File: config.mk
export PLATFORM = sky130hd
export DESIGN_NAME = barrel_shifter_pipe
export DESIGN_NICKNAME = d
export VERILOG_FILES = /design/src/rtl/barrel_shifter_pipe.sv
export SDC_FILE = /design/constraint.sdc
export NUM_CORES = 1
export LEC_CHECK = 0
export ABC_AREA = 1
export CORE_MARGIN = 8
export CORE_UTILIZATION = 48
export CTS_BUF_LIST = sky130_fd_sc_hd__clkbuf_16
export DETAILED_ROUTE_END_ITERATION = 16
export PLACE_DENSITY = 0.75
export SLEW_MARGIN = 15
export SYNTH_ARGS = -nofsm -noshare
export SYNTH_HDL_FRONTEND = slang
export SYNTH_SLANG_ARGS = --single-unit
export TNS_END_PERCENT = 50
File: constraint.sdc
create_clock -name clk -period 1.1 [get_ports clk]
set_input_delay 0.33 -clock clk [delete_from_list [all_inputs] [get_ports clk]]
set_output_delay 0.33 -clock clk [all_outputs]
set_load 0.005 [all_outputs]
File: src/rtl/barrel_shifter_pipe.sv
// barrel_shifter_pipe
//   Pipelined barrel shifter: one registered stage per shift-amount bit.
//   Stage k shifts by 2^k when amt bit k is set. Valid/ready on both sides;
//   backpressure ripples back stage by stage and empty stages are refilled.
//   Modes: 00 logical right, 01 rotate right, 10 logical left, 11 arith right.
//   Optional feature macro: BSHIFT_CARRY_EN adds out_carry (last bit shifted
//   out, or out_data MSB for rotate; 0 when the total shift is 0).
module barrel_shifter_pipe #(
  parameter  int WIDTH  = 8,
  localparam int AMT_W  = $clog2(WIDTH),
  localparam int STAGES = $clog2(WIDTH)
) (
  input  logic             clk,
  input  logic             rst,
  input  logic             in_valid,
  output logic             in_ready,
  input  logic [WIDTH-1:0] in_data,
  input  logic [AMT_W-1:0] in_amt,
  input  logic [1:0]       in_mode,
  output logic             out_valid,
  input  logic             out_ready,
  output logic [WIDTH-1:0] out_data,
  output logic             busy
`ifdef BSHIFT_CARRY_EN
  ,
  output logic             out_carry
`endif
);

  typedef enum logic [1:0] {
    MODE_LSR = 2'b00,
    MODE_ROR = 2'b01,
    MODE_LSL = 2'b10,
    MODE_ASR = 2'b11
  } mode_e;

  // One shift step by a fixed distance sh. ASR keeps the MSB, which is the
  // original sign at every stage, so the sign travels with the data itself.
  function automatic logic [WIDTH-1:0] shift_data(input logic [WIDTH-1:0] d,
                                                  input logic [1:0]       m,
                                                  input int               sh);
    logic [2*WIDTH-1:0] dd;
    dd         = {d, d} >> sh;
    shift_data = d >> sh;
    case (mode_e'(m))
      MODE_LSR: shift_data = d >> sh;
      MODE_ROR: shift_data = dd[WIDTH-1:0];
      MODE_LSL: shift_data = d << sh;
      MODE_ASR: shift_data = $signed(d) >>> sh;
      default:  shift_data = d >> sh;
    endcase
  endfunction

`ifdef BSHIFT_CARRY_EN
  // Last bit pushed out by one step. For rotate right this bit is also the
  // new MSB, so it equals out_data[WIDTH-1] once all stages are applied.
  function automatic logic shift_carry(input logic [WIDTH-1:0] d,
                                       input logic [1:0]       m,
                                       input int               sh);
    if (mode_e'(m) == MODE_LSL) shift_carry = d[WIDTH-sh];
    else                        shift_carry = d[sh-1];
  endfunction
`endif

  // Stage state
  logic [STAGES-1:0] valid_q;
  logic [WIDTH-1:0]  data_q [STAGES];
  logic [AMT_W-1:0]  amt_q  [STAGES];
  logic [1:0]        mode_q [STAGES];
`ifdef BSHIFT_CARRY_EN
  logic [STAGES-1:0] carry_q;
  logic [STAGES-1:0] src_carry;
`endif

  // Per-stage handshake and load sources
  logic [STAGES-1:0] adv;
  logic [STAGES-1:0] load;
  logic [STAGES-1:0] src_valid;
  logic [WIDTH-1:0]  src_data [STAGES];
  logic [AMT_W-1:0]  src_amt  [STAGES];
  logic [1:0]        src_mode [STAGES];

  // Ready chain: walk from the output back to the input. A stage advances
  // when it is full and the stage after it can load this cycle.
  always_comb begin : ready_chain
    logic take;
    // NOTE: combinational blocks use blocking '=' so each line sees the value
    // computed just above it; every output gets a default first, so no latch.
    adv  = '0;
    load = '0;
    take = out_ready;
    for (int k = STAGES - 1; k >= 0; k--) begin
      adv[k]  = valid_q[k] & take;
      load[k] = ~valid_q[k] | adv[k];
      take    = load[k];
    end
  end

  // Load sources: stage 0 takes the input port, stage k the stage before it.
  always_comb begin
    src_valid[0] = in_valid;
    src_data[0]  = in_data;
    src_amt[0]   = in_amt;
    src_mode[0]  = in_mode;
`ifdef BSHIFT_CARRY_EN
    src_carry[0] = 1'b0;
`endif
    for (int k = 1; k < STAGES; k++) begin
      src_valid[k] = valid_q[k-1];
      src_data[k]  = data_q[k-1];
      src_amt[k]   = amt_q[k-1];
      src_mode[k]  = mode_q[k-1];
`ifdef BSHIFT_CARRY_EN
      src_carry[k] = carry_q[k-1];
`endif
    end
  end

  // Stage registers: reset clears everything; a loading stage takes its source
  // (shifted by 2^k if amt bit k is set); a vacated stage only drops valid.
  always_ff @(posedge clk) begin
    for (int k = 0; k < STAGES; k++) begin
      if (rst) begin
        // NOTE: the data path is reset too, because out_data must read 0 right
        // after reset; sequential state always uses non-blocking '<='.
        valid_q[k] <= 1'b0;
        data_q[k]  <= '0;
        amt_q[k]   <= '0;
        mode_q[k]  <= '0;
`ifdef BSHIFT_CARRY_EN
        carry_q[k] <= 1'b0;
`endif
      end else if (load[k]) begin
        valid_q[k] <= src_valid[k];
        if (src_valid[k]) begin
          data_q[k] <= src_amt[k][k] ? shift_data(src_data[k], src_mode[k], 1 << k)
                                     : src_data[k];
          amt_q[k]  <= src_amt[k];
          mode_q[k] <= src_mode[k];
`ifdef BSHIFT_CARRY_EN
          carry_q[k] <= src_amt[k][k] ? shift_carry(src_data[k], src_mode[k], 1 << k)
                                      : src_carry[k];
`endif
        end
      end
    end
  end

  // Outputs come straight from the last stage.
  assign in_ready  = load[0];
  assign out_valid = valid_q[STAGES-1];
  assign out_data  = data_q[STAGES-1];
  assign busy      = |valid_q;
`ifdef BSHIFT_CARRY_EN
  assign out_carry = carry_q[STAGES-1];
`endif

endmodule

# Yosys cells after proc, flatten, opt, wreduce, memory -nomap -nowiden
# Memories as Yosys holds them, arrays and structs flattened.
# Index checks and enable logic that the tools add are counted.
# totals
ram_bits	39
reg_bits	3
elab_cells	75
n_memories	3
out_inout_bits	11
# classes
n_mux	38
n_eq_ne	9
bitwise_logic	18
reduce_logical	4
# memory_table
memory	words	word_bits	rd	rd_clocked_by_memory_dff	write_ports	line	source
data_q	3	8	3	0	3	67	logic [WIDTH-1:0] data_q [STAGES];
amt_q	3	3	2	0	3	68	logic [AMT_W-1:0] amt_q [STAGES];
mode_q	3	2	2	0	3	69	logic [1:0] mode_q [STAGES];
# op_table
operator	count
$mux W8	15
$pmux W8 S4	3
$mux W1	14
$eq A2 B2 Y1 const B	6
$or A1 B1 Y1	12
$mux W3	3
$eq A2 B1 Y1 const B	3
$logic_not A2 Y1	3
$mux W2	3
$and A1 B1 Y1	3
$not A1 Y1	3
$reduce_or A3 Y1	1

# Longest topological paths before layout
# logic_depth
ltp_word	10
ltp_mapped	6
ltp_nobuf	6

# Least setup slack after synthesis
# No wires, ideal clock.
# synth_timing
path_type	reg-to-reg
from	register valid_q[2]
to	memory amt_q[0][1] (netlist bit), enable pin
t_required_ns	0.770
stages_incl_launch_ff	4
setup_time_ns	0.330
arrival_ns	0.865
path_slack_ns	-0.095
path_buffers	0
path_cell_list	dfxtp_1 -> nand4_2 -> nand2_1 -> nand2_1
# synth_rtl
item	line	source
from (decl)	66	logic [STAGES-1:0] valid_q;
from (signal, indexed assignment)	134	valid_q[k] <= src_valid[k];
to (decl)	68	

# Worst setup path after layout
# layout_timing
from	register valid_q[1]
to	output in_ready
# layout_between
elab_chain_len	4
word_cells_on_any_way	5
classes_between	bitwise: 5
# layout_lines
item	line	source
$and A1 B1 Y1 or $not A1 Y1 (tied branches)	93, 94	
$or A1 B1 Y1 *	94	load[k] = ~valid_q[k] | adv[k];
$and A1 B1 Y1 *	93	adv[k] = valid_q[k] & take;
$or A1 B1 Y1 *	94	
to (decl)	16	output logic in_ready,
# Mark *: on every way between the ends. The rest lies on a longest branch, timed or not.

==> key figures <==
Outcome
  • Status: complete, but fails checks
  • Failing checks: setup timing

STA
  • Fin crit period: 1280 ps
  • Worst hold margin: 497 ps
  • Tcrit/Tclk final: 117%
  • Slew headroom: 83.8%
  • RSZ-0062 raised after global routing: true
  • Clock skew: 3.83 ps
  • Final count of hold timing violations: 0
  • Slew Viols, Final: 0
  • Final WS setup: -183 ps
  • Fmax: 780 MHz
  • Worst-Margin Slew: 241 ps
  • Setup violators final: 53

Routing
  • WL met3: 177 microns
  • Routed length on met1: 1.37 mm
  • Vias post-DR: 1,559
  • Drt drc: 0
  • DR top layer: met4
  • Vias per cell: 4.93
  • Post-route ant nets: 0
  • Initial DRC Count: 63
  • WL/cell: 11.6 microns
  • WL met2: 2.03 mm
  • Final wirelength: 3.66 mm
  • Drt pass-1 iters: 4

Critical path
  • Critical path's largest stage delay: 340 ps
  • CP Class: register to primary output
  • Critical Path RT: 770 ps
  • CP top delay family: flip-flops
  • Cells along the critical path: buf_6, nand4_4, buf_6
  • Startpoint Class: register
  • Slowest-stage cell, CP: dfxtp_2
  • Crit. End Element: primary output
  • Buf/Inv on CP: 2
  • CP Max Fanout: 3
  • WP data arrival: 950 ps
  • CP dominant cell by count: buf_6

Finish
  • Non-Filler Instances: 316
  • Syn-to-layout area delta: 40.5%
  • Register area: 997 sq um
  • Fin nets: 284
  • Fill count: 294
  • Multi-input logic area: 714 sq um
  • N_diodes: 0
  • Layout cells sized above 1: 23.1%

Run
  • # Max-Cap Violations: 0

Synthesis
  • Avg Inst Size Synth: 8.24 sq um
  • Mapped Cells: 216
  • Syn Std Cell Area: 1780 sq um
  • Syn_nets: 233
  • Synth cell types: 14
  • Sequential element share of the synthesized area: 55.7%
  • Synthesis Warnings: 0
  • Yosys reg bits: 34

Place
  • Port bufs: 27
  • Final Wtd Congestion: 0.834
  • Dpl ws: -679 ps
  • Cells after DPL: 301
  • Post-DP HPWL: 2.64 mm

Clocking
  • CTS Buf Count: 5
  • Clk root buf: clkbuf_16
  • CTS tree: built
  • CTS H-tree depth: 2
  • Clk pin slew, worst setup/hold paths: 50 ps
  • Worst skew pair latency: 270 ps
  • Sink Count: 34
  • Max Root-Sink Buffers: 2

Global routing
  • Via count of the first global-routing pass: 1,482
  • Largest net degree at the start of global routing: 13
  • First-pass GRT wire length: 6.25 mm
  • Grt ovf: 0
  • All-Layer GR Usage: 13.0%
  • Initial antenna violation count: 0

Floorplan
  • Row count: 22
  • Starting Density: 49.4%
  • Die extent in y: 76.9 microns
  • Die footprint: 5910 sq um
  • Core area: 3610 sq um
  • Die width: 76.9 microns
  • I/O pins: 28

Pwr
  • Static Leak: 1.14 nW
  • Peak VDD IR: 609 uV
  • Total power: 0.00330 W
  • Pwr dens: 1320 nW/um^2

Hold path
  • Worst hold path type: register to register
-- flip-flops by register name, indices dropped and copies added, names as in the netlist --
signal and count:
amt_q 3, data_q 24, mode_q 4, valid_q 3
-- cell usage in the layout (no fill, tap or decap), drive strengths merged, types with 2 or more instances in the layout --
cell,count
nand3,30
dfxtp,3
o21ai,6
a21oi,23
dlygate4sd2,3
buf,30
clkdlybuf4s50,12
nand2,61
inv,41
edfxtp,31
nor2,16
clkbuf,6
clkinv,2
-- cells by family after synthesis --
kind of cell | after synthesis | share of synthesized area, %
AND/OR/NAND/NOR | 106 | 25.5
buffers and inverters | 46 | 10.2
AO/OA/AOI/OAI | 29 | 8.15
XOR/XNOR | 1 | 0.492
flip-flops | 34 | 55.7
-- tightest hold or removal path, cell delays in order (launching register included) --
cell     delay [ps]
dfxtp_2         340
inv_1            70
a21oi_1          60
-- per-layer routing --
metal	vias to the layer above	global-route usage (%)
met5	-	0
met4	0	7.50
met3	6	4.43
met2	42	24.0
met1	701	12.1
li1	810	-
-- where the power goes --
part / total [W] / switching (W) / internal, W
logic: 0.000451 / 0.000240 / 0.000210
clock network: 0.00130 / 0.000480 / 0.000824
registers: 0.00155 / 0.0000506 / 0.00150
-- cells in the mapped netlist --
library cell   n  area (sq um)
dfxtp_1        3          60.1
edfxtp_1      31           931
xnor2_1        1          8.76
nor2_1        16          60.1
nand2_2        1          6.26
nand2_1       57           214
o21ai_0        6          30.0
inv_1         41           154
buf_4          1          7.51
nand3_1       30           150
buf_2          4          20.0
nand2_4        1          11.3
nand4_2        1          12.5
a21oi_1       23           115
-- per-stage QoR --
stage	setup TNS [ps]	area [sq um]	util, %
2_1_floorplan	-171	1790	-
3_3_place_gp	-31300	2240	62.1
3_5_place_dp	-33110	2240	62.1
4_1_cts	-3210	2440	67.7
5_1_grt	-7260	2500	69.4
6_report	-4060	2500	69.4
-- timing repair --
item                       CTS  global route
setup endpoints to repair   73            71
pin swaps                    4             5
setup buffers                4             0
cloned                       1             2
hold buffers                 0             0
gates resized for setup     74            11
-- cell type report --
class                           count  area share, %
Tap cell                           48           2.40
Clock inverter                      3          0.650
Sequential cell                    34           39.9
Inverter                           41           6.35
Clock buffer                        5           5.00
Timing Repair Buffer               47           17.2
Multi-Input combinational cell    138           28.6
-- final timing paths --
path | startpoint | depth (start not counted) | end | slack [ps]
setup / recovery | valid_q[1]$_SDFFE_PP0P_ | 3 | in_ready | -180
hold reg to reg | valid_q[0]$_SDFFE_PP0P_ | 2 | valid_q[1]$_SDFFE_PP0P_ | 500
setup reg to reg | valid_q[1]$_SDFFE_PP0P_ | 6 | data_q[0][7]$_SDFFCE_PN0P_ | -150
hold / removal | valid_q[0]$_SDFFE_PP0P_ | 2 | valid_q[1]$_SDFFE_PP0P_ | 500
Note: power is estimated with default switching activity, not from simulation.
